<file path="config.mk">
export PLATFORM = sky130hd
export DESIGN_NAME = adc_scan_sequencer_flat
export DESIGN_NICKNAME = d
export VERILOG_FILES = /design/src/rtl/adc_seq_pkg.sv /design/src/rtl/adc_scan_sequencer_if.sv /design/src/rtl/adc_seq_next_sel.sv /design/src/rtl/adc_scan_sequencer.sv /design/src/flat_wrapper.sv
export SDC_FILE = /design/constraint.sdc
export NUM_CORES = 1
export LEC_CHECK = 0
export BUFFER_PORTS_ARGS = -buffer_cell sky130_fd_sc_hd__buf_2
export CAP_MARGIN = 25
export CORE_UTILIZATION = 35
export CTS_CLUSTER_DIAMETER = 80
export DETAILED_ROUTE_END_ITERATION = 8
export HOLD_SLACK_MARGIN = 0.05
export SLEW_MARGIN = 15
export SYNTH_ARGS = -nofsm -noshare
export SYNTH_HDL_FRONTEND = slang
export SYNTH_HIERARCHICAL = 1
export SYNTH_SLANG_ARGS = --single-unit
export TNS_END_PERCENT = 20
</file>
<file path="constraint.sdc">
create_clock -name i_sys_clk -period 6.1 [get_ports i_sys_clk]
set_input_delay 1.525 -clock i_sys_clk [delete_from_list [all_inputs] [get_ports i_sys_clk]]
set_output_delay 1.525 -clock i_sys_clk [all_outputs]
set_load 0.005 [all_outputs]
</file>
<file path="src/rtl/adc_seq_pkg.sv">
// ---------------------------------------------------------------------------
// adc_seq_pkg
// Shared definitions for the ADC scan sequencer: FSM state encoding, the
// fixed fields of the SPI command word, bus widths and the default number of
// scanned ADCs. Also holds small helpers used by the sequencer.
// ---------------------------------------------------------------------------
package adc_seq_pkg;

    localparam int unsigned N_ADC_DEFAULT = 5;
    localparam int unsigned SEL_W         = 3;
    localparam int unsigned DATA_W        = 16;

    // Fixed fields of the MOSI command word
    localparam logic [3:0] CMD_PREFIX       = 4'b0001;
    localparam logic       CMD_SINGLE_ENDED = 1'b1;
    localparam logic [6:0] CMD_TAIL         = 7'b1000000;

    typedef enum logic [2:0] {
        StIdle,
        StStart,
        StWaitFin,
        StStore,
        StNext
    } seq_state_e;

    // Index of the lowest set bit; 0 when the mask is empty.
    function automatic logic [SEL_W-1:0] first_set(input logic [7:0] mask);
        logic [SEL_W-1:0] idx;
        idx = '0;
        for (int i = 7; i >= 0; i--) begin
            if (mask[i]) begin
                idx = SEL_W'(i);
            end
        end
        return idx;
    endfunction

    function automatic logic [DATA_W-1:0] build_cmd(input logic [1:0] ch);
        return {CMD_PREFIX, CMD_SINGLE_ENDED, 2'b00, ch, CMD_TAIL};
    endfunction

endpackage

</file>
<file path="src/rtl/adc_scan_sequencer_if.sv">
// ---------------------------------------------------------------------------
// adc_scan_sequencer_if
// Groups the sequencer's SPI-master handshake and FIFO write port.
//   spi_ena   : enable to the shared SPI master
//   spi_cmd   : MOSI command word
//   spi_sel   : index of the ADC routed to the SPI master
//   spi_fin   : SPI master finished flag (level)
//   spi_data  : MISO word
//   fifo_wr   : one-cycle write strobe
//   fifo_din  : {spi_sel, spi_data}
//   fifo_full : downstream FIFO full
// master = sequencer side, slave = SPI master / FIFO side.
// ---------------------------------------------------------------------------
interface adc_scan_sequencer_if;
    import adc_seq_pkg::*;

    logic                    spi_ena;
    logic [DATA_W-1:0]       spi_cmd;
    logic [SEL_W-1:0]        spi_sel;
    logic                    spi_fin;
    logic [DATA_W-1:0]       spi_data;
    logic                    fifo_wr;
    logic [SEL_W+DATA_W-1:0] fifo_din;
    logic                    fifo_full;

    modport master (
        output spi_ena, spi_cmd, spi_sel, fifo_wr, fifo_din,
        input  spi_fin, spi_data, fifo_full
    );

    modport slave (
        input  spi_ena, spi_cmd, spi_sel, fifo_wr, fifo_din,
        output spi_fin, spi_data, fifo_full
    );

endinterface

</file>
<file path="src/rtl/adc_seq_next_sel.sv">
// ---------------------------------------------------------------------------
// adc_seq_next_sel
// Priority search for the next set mask bit strictly above the current index.
//   i_mask  : latched channel mask
//   i_cur   : index of the ADC just converted
//   o_next  : lowest set bit index greater than i_cur
//   o_valid : high when such a bit exists
// ---------------------------------------------------------------------------
module adc_seq_next_sel
    import adc_seq_pkg::*;
#(
    parameter int unsigned N_ADC = N_ADC_DEFAULT
) (
    input  logic [N_ADC-1:0] i_mask,
    input  logic [SEL_W-1:0] i_cur,
    output logic [SEL_W-1:0] o_next,
    output logic             o_valid
);

    // Descending scan so the lowest qualifying index is the last one written
    always_comb begin
        o_next  = '0;
        o_valid = 1'b0;
        for (int i = N_ADC - 1; i >= 0; i--) begin
            if (i_mask[i] && (i > int'(i_cur))) begin
                o_next  = SEL_W'(i);
                o_valid = 1'b1;
            end
        end
    end

endmodule

</file>
<file path="src/rtl/adc_scan_sequencer.sv">
// ---------------------------------------------------------------------------
// adc_scan_sequencer
// Periodically scans a set of ADCs through a shared SPI master and pushes
// each result into a FIFO as {adc index, data}.
//   i_sys_clk     : sole clock, rising edge
//   i_reset       : synchronous active-high reset
//   i_enable      : permits new scans (a running scan always completes)
//   i_period      : sample period minus one, in clock cycles
//   i_ch_mask     : ADCs included in a scan
//   i_adc_ch      : input-channel field of every command
//   i_clr         : one-cycle pulse clearing sticky flags and drop counter
//   o_busy        : FSM not idle
//   o_overrun     : sticky, period tick arrived during a scan
//   o_timeout_err : sticky, a conversion timed out
//   o_drop_cnt    : samples dropped on FIFO full, saturating
//   bus           : SPI handshake and FIFO write port
// ---------------------------------------------------------------------------
module adc_scan_sequencer
    import adc_seq_pkg::*;
#(
    parameter int unsigned N_ADC   = N_ADC_DEFAULT,
    parameter int unsigned TIMEOUT = 255
) (
    input  logic                        i_sys_clk,
    input  logic                        i_reset,
    input  logic                        i_enable,
    input  logic [15:0]                 i_period,
    input  logic [N_ADC-1:0]            i_ch_mask,
    input  logic [1:0]                  i_adc_ch,
    input  logic                        i_clr,
    output logic                        o_busy,
    output logic                        o_overrun,
    output logic                        o_timeout_err,
    output logic [7:0]                  o_drop_cnt,
    adc_scan_sequencer_if.master        bus
);

    localparam int unsigned TW = (TIMEOUT > 1) ? $clog2(TIMEOUT) : 1;

    seq_state_e              r_state;
    seq_state_e              w_state_nxt;
    logic [15:0]             r_period_cnt;
    logic                    w_tick;
    logic                    r_fin_q;
    logic                    r_fin_prev;
    logic                    w_fin_rise;
    logic [N_ADC-1:0]        r_mask;
    logic [1:0]              r_adc_ch;
    logic [SEL_W-1:0]        r_sel;
    logic [SEL_W-1:0]        w_next_sel;
    logic                    w_next_valid;
    logic [TW-1:0]           r_wait_cnt;
    logic                    w_wait_done;
    logic                    w_start_scan;
    logic                    w_set_ovr;
    logic                    w_set_to;
    logic                    w_store_ok;
    logic                    w_drop;
    logic                    r_fifo_wr;
    logic [SEL_W+DATA_W-1:0] r_fifo_din;
    logic                    r_overrun;
    logic                    r_timeout_err;
    logic [7:0]              r_drop_cnt;

    adc_seq_next_sel #(
        .N_ADC (N_ADC)
    ) u_next_sel (
        .i_mask  (r_mask),
        .i_cur   (r_sel),
        .o_next  (w_next_sel),
        .o_valid (w_next_valid)
    );

    assign w_tick      = (r_period_cnt == i_period);
    assign w_fin_rise  = r_fin_q & ~r_fin_prev;
    assign w_wait_done = (r_wait_cnt == TW'(TIMEOUT - 1));

    always_comb begin
        w_state_nxt  = r_state;
        w_start_scan = 1'b0;
        w_set_to     = 1'b0;
        unique case (r_state)
            StIdle: begin
                if (w_tick && i_enable && (|i_ch_mask)) begin
                    w_state_nxt  = StStart;
                    w_start_scan = 1'b1;
                end
            end
            StStart:   w_state_nxt = StWaitFin;
            StWaitFin: begin
                if (w_fin_rise) begin
                    w_state_nxt = StStore;
                end else if (w_wait_done) begin
                    w_state_nxt = StNext;
                    w_set_to    = 1'b1;
                end
            end
            StStore:   w_state_nxt = StNext;
            StNext:    w_state_nxt = w_next_valid ? StStart : StIdle;
            default:   w_state_nxt = StIdle;
        endcase
    end

    // Ticks during a scan are only recorded; they never restart it
    assign w_set_ovr  = w_tick && (r_state != StIdle);
    assign w_store_ok = (r_state == StStore) && !bus.fifo_full;
    assign w_drop     = (r_state == StStore) && bus.fifo_full;

    always_ff @(posedge i_sys_clk) begin
        if (i_reset) begin
            r_state       <= StIdle;
            r_period_cnt  <= '0;
            r_fin_q       <= 1'b0;
            r_fin_prev    <= 1'b0;
            r_mask        <= '0;
            r_adc_ch      <= '0;
            r_sel         <= '0;
            r_wait_cnt    <= '0;
            r_fifo_wr     <= 1'b0;
            r_fifo_din    <= '0;
            r_overrun     <= 1'b0;
            r_timeout_err <= 1'b0;
            r_drop_cnt    <= '0;
        end else begin
            r_state      <= w_state_nxt;
            r_period_cnt <= w_tick ? 16'd0 : r_period_cnt + 16'd1;
            r_fin_q      <= bus.spi_fin;
            r_fin_prev   <= r_fin_q;

            if (w_start_scan) begin
                r_mask   <= i_ch_mask;
                r_adc_ch <= i_adc_ch;
                r_sel    <= first_set(8'(i_ch_mask));
            end else if ((r_state == StNext) && w_next_valid) begin
                r_sel <= w_next_sel;
            end

            r_wait_cnt <= (r_state == StWaitFin) ? r_wait_cnt + TW'(1) : '0;

            r_fifo_wr <= w_store_ok;
            if (w_store_ok) begin
                r_fifo_din <= {r_sel, bus.spi_data};
            end

            // Flag-setting events take priority over a coincident clear
            if (w_set_ovr) begin
                r_overrun <= 1'b1;
            end else if (i_clr) begin
                r_overrun <= 1'b0;
            end

            if (w_set_to) begin
                r_timeout_err <= 1'b1;
            end else if (i_clr) begin
                r_timeout_err <= 1'b0;
            end

            if (w_drop) begin
                if (i_clr) begin
                    r_drop_cnt <= 8'd1;
                end else if (r_drop_cnt != 8'hFF) begin
                    r_drop_cnt <= r_drop_cnt + 8'd1;
                end
            end else if (i_clr) begin
                r_drop_cnt <= '0;
            end
        end
    end

    assign bus.spi_ena  = (r_state == StStart) || (r_state == StWaitFin);
    assign bus.spi_cmd  = build_cmd(r_adc_ch);
    assign bus.spi_sel  = r_sel;
    assign bus.fifo_wr  = r_fifo_wr;
    assign bus.fifo_din = r_fifo_din;

    assign o_busy        = (r_state != StIdle);
    assign o_overrun     = r_overrun;
    assign o_timeout_err = r_timeout_err;
    assign o_drop_cnt    = r_drop_cnt;

endmodule

</file>
<file path="src/flat_wrapper.sv">
// flat-port wrapper written by rule: the top's interface ports become plain ports
module adc_scan_sequencer_flat import adc_seq_pkg::*;
#(
    parameter int unsigned N_ADC   = N_ADC_DEFAULT,
    parameter int unsigned TIMEOUT = 255
)
  (i_sys_clk, i_reset, i_enable, i_period, i_ch_mask, i_adc_ch, i_clr, o_busy, o_overrun, o_timeout_err, o_drop_cnt, bus_spi_ena, bus_spi_cmd, bus_spi_sel, bus_fifo_wr, bus_fifo_din, bus_spi_fin, bus_spi_data, bus_fifo_full);
  adc_scan_sequencer_if bus_i ();
  input  logic i_sys_clk;
  input  logic i_reset;
  input  logic i_enable;
  input  logic [15:0] i_period;
  input  logic [N_ADC-1:0] i_ch_mask;
  input  logic [1:0] i_adc_ch;
  input  logic i_clr;
  output logic o_busy;
  output logic o_overrun;
  output logic o_timeout_err;
  output logic [7:0] o_drop_cnt;
  output wire logic [$bits(bus_i.spi_ena)-1:0] bus_spi_ena;
  output wire logic [$bits(bus_i.spi_cmd)-1:0] bus_spi_cmd;
  output wire logic [$bits(bus_i.spi_sel)-1:0] bus_spi_sel;
  output wire logic [$bits(bus_i.fifo_wr)-1:0] bus_fifo_wr;
  output wire logic [$bits(bus_i.fifo_din)-1:0] bus_fifo_din;
  input wire logic [$bits(bus_i.spi_fin)-1:0] bus_spi_fin;
  input wire logic [$bits(bus_i.spi_data)-1:0] bus_spi_data;
  input wire logic [$bits(bus_i.fifo_full)-1:0] bus_fifo_full;
  assign bus_spi_ena = bus_i.spi_ena;
  assign bus_spi_cmd = bus_i.spi_cmd;
  assign bus_spi_sel = bus_i.spi_sel;
  assign bus_fifo_wr = bus_i.fifo_wr;
  assign bus_fifo_din = bus_i.fifo_din;
  assign bus_i.spi_fin = bus_spi_fin;
  assign bus_i.spi_data = bus_spi_data;
  assign bus_i.fifo_full = bus_fifo_full;
  adc_scan_sequencer #(.N_ADC(N_ADC), .TIMEOUT(TIMEOUT)) u_core (.i_sys_clk(i_sys_clk), .i_reset(i_reset), .i_enable(i_enable), .i_period(i_period), .i_ch_mask(i_ch_mask), .i_adc_ch(i_adc_ch), .i_clr(i_clr), .o_busy(o_busy), .o_overrun(o_overrun), .o_timeout_err(o_timeout_err), .o_drop_cnt(o_drop_cnt), .bus(bus_i));
endmodule
</file>
==> impl_results.md <==
* Setup TNS at 0 ns
* Crit-path cells: buf_2, xor2_1, nor4_1, nand4_1, nor3_2, mux2_4
* Slew margin rel. at 40.8%
* Boundary Pins at 96
* Vias at 2558
* Hold Vio Cnt, Final at 0
* Antenna diode count at 0
* Peak VDD IR at 107 µV
* Status: completed
* GR met2 Demand/Resource at 21.8%
* Yosys warns at 6
* Die ar. at 0.00943 mm²
* Synthesis-to-layout area growth at 18.7%
* Clk slew on worst S/H paths at 0.07 ns
* Post-Syn Area at 0.00317 mm²
* Clk sink count at 68
* Worst path required time at 6.32 ns
* Buffer count from post-CTS setup fixing at 0
* Global Route met3 Usage at 3.17%
* Nets at 493
* DRC viols at 0
* GPL Wtd Cong at 0.791
* Total CTS buffers at 9
* Hold_buf cts at 0
* Max-cap violations at 0
* Vias in the first global route at 2381
* Die height at 97.1 µm
* Max Slew Vio Count at 0
* RSZ-0062 raised after global routing: false
* DP Worst Slack at 2.54 ns
* Total GRT Usage at 14.0%
* CTS tree: yes
* Starting density of the core at 36.3%
* Tmin final at 3.19 ns
* Setup ws final at 2.91 ns
* First-pass GRT wire length at 10.8 mm
* Leakage at 1.59 nW
* Layer with the highest usage: met2
* H-tree depth at 3
* Critical-path top delay cell: nor3_2
* Worst Max-Slew Pin Slew at 0.883 ns
* Design Power at 0.860 mW
* F_max at 314 MHz
* Antenna viol nets, final at 0
* Global route overflow at 0
* CP max stage delay at 0.77 ns
* Clk_skew at 0.00704 ns
* PostCTS Resize Cnt at 0
* Chip width at 97.1 µm
* PwrDens at 229 mW/mm²
* Setup violators final at 0
* Root buf cell: clkbuf_8
* Mean post-synth cell area at 8.65 µm²
* CP max FO at 9
* Met1 usage at 18.8%
* Initial antenna violation count at 0
* Core ar. at 0.00872 mm²
* WS Path Type: in -> reg
* DRT Pass-1 Iters at 4
* Avg WL per Cell at 11.2 µm
* Hpwl dp at 4.52 mm
* Post-Synthesis Cells at 366
* Layout cells sized above 1 at 23.9%
* Num rows at 34
* Flop2flop setup slack at 3.82 ns
* WL final at 6.23 mm
* Hold WC Path Type: reg -> reg
* Fin crit share at 52.3%
* CP endpoint kind: flop
* Clock Latency Late Sink at 0.33 ns
* Crit start category: primary input
* Worst EP arrival at 3.41 ns
* Via-per-instance ratio at 4.60
* Maximum root-to-sink buffer count at 2
* Port Buf Inserts at 81
* DR iter-0 viols at 99
* Largest net degree at the start of global routing at 48
## power by group
| group | switching (mW) | leakage, nW | internal (mW) |
|---|---|---|---|
| Combinational | 0.0280 | 0.946 | 0.0237 |
| Sequential | 0.00530 | 0.549 | 0.448 |
| Clock | 0.168 | 0.0955 | 0.187 |
| Total | 0.201 | 1.59 | 0.658 |
## worst paths after layout
path                      startpoint                      end  cells past startpoint
max                      i_period[7]    u_core/bus.spi_sel[0]                      6
min          u_core/bus.fifo_din[17]  u_core/bus.fifo_din[17]                      2
max reg2reg   u_core/r_period_cnt[5]    u_core/bus.spi_sel[0]                      5
min reg2reg  u_core/bus.fifo_din[17]  u_core/bus.fifo_din[17]                      2
## metrics by stage
stage	area, µm²	cells	util, %	hold slack, ns
finish	3760	556	43.1	0.453
detailed placement	3570	541	40.9	0.445
global placement	3570	541	40.9	0.438
global route	3760	556	43.1	0.485
CTS	3760	556	43.1	0.456
floorplan	3210	378	-	0.439
## per-layer routing
layer,part of all wire (%),vias up,wire length (µm)
li1,-,1333,-
met1,51,1140,3150
met2,43,79,2660
met5,0,-,0
met4,1.1,0,68
met3,5.6,6,349
## cells in the final DEF, fill, tap and decap left out, types with 11 or more instances in the layout
master    count
conb_1       14
dfxtp_1      68
a21oi_1      24
nor2_1       43
mux2i_1      11
xor2_1       31
nand2b_1     20
nand2_1      51
nand3_1      13
buf_2        81
## worst max-delay path, delay by kind of cell
family / cells / cell delay [ns]
buffers and inverters: 1 / 0.10
and+or+nand+nor: 3 / 1.28
xor gates and xnor gates: 1 / 0.16
muxes: 1 / 0.35
## sequential cells by signal, summed over array words and instances (netlist names)
signal	count
u_core/r_adc_ch	2
u_core/bus.fifo_wr	1
u_core/r_wait_cnt	8
u_core/o_overrun	1
u_core/r_mask	4
u_core/o_timeout_err	1
u_core/r_fin_prev	1
u_core/bus.fifo_din	19
u_core/r_period_cnt	16
u_core/bus.spi_sel	3
u_core/r_fin_q	1
u_core/r_state	3
u_core/o_drop_cnt	8
## area by class of cell
class,count,area [µm²]
Timing Repair Buffer,81,405
Sequential cell,68,1360
Fill cell,908,4960
Tap cell,108,135
Inverter,8,30.0
Multi-Input combinational cell,276,1640
Clock buffer,9,124
Clock inverter,6,65.1
Note: power is estimated with default switching activity, not from simulation.
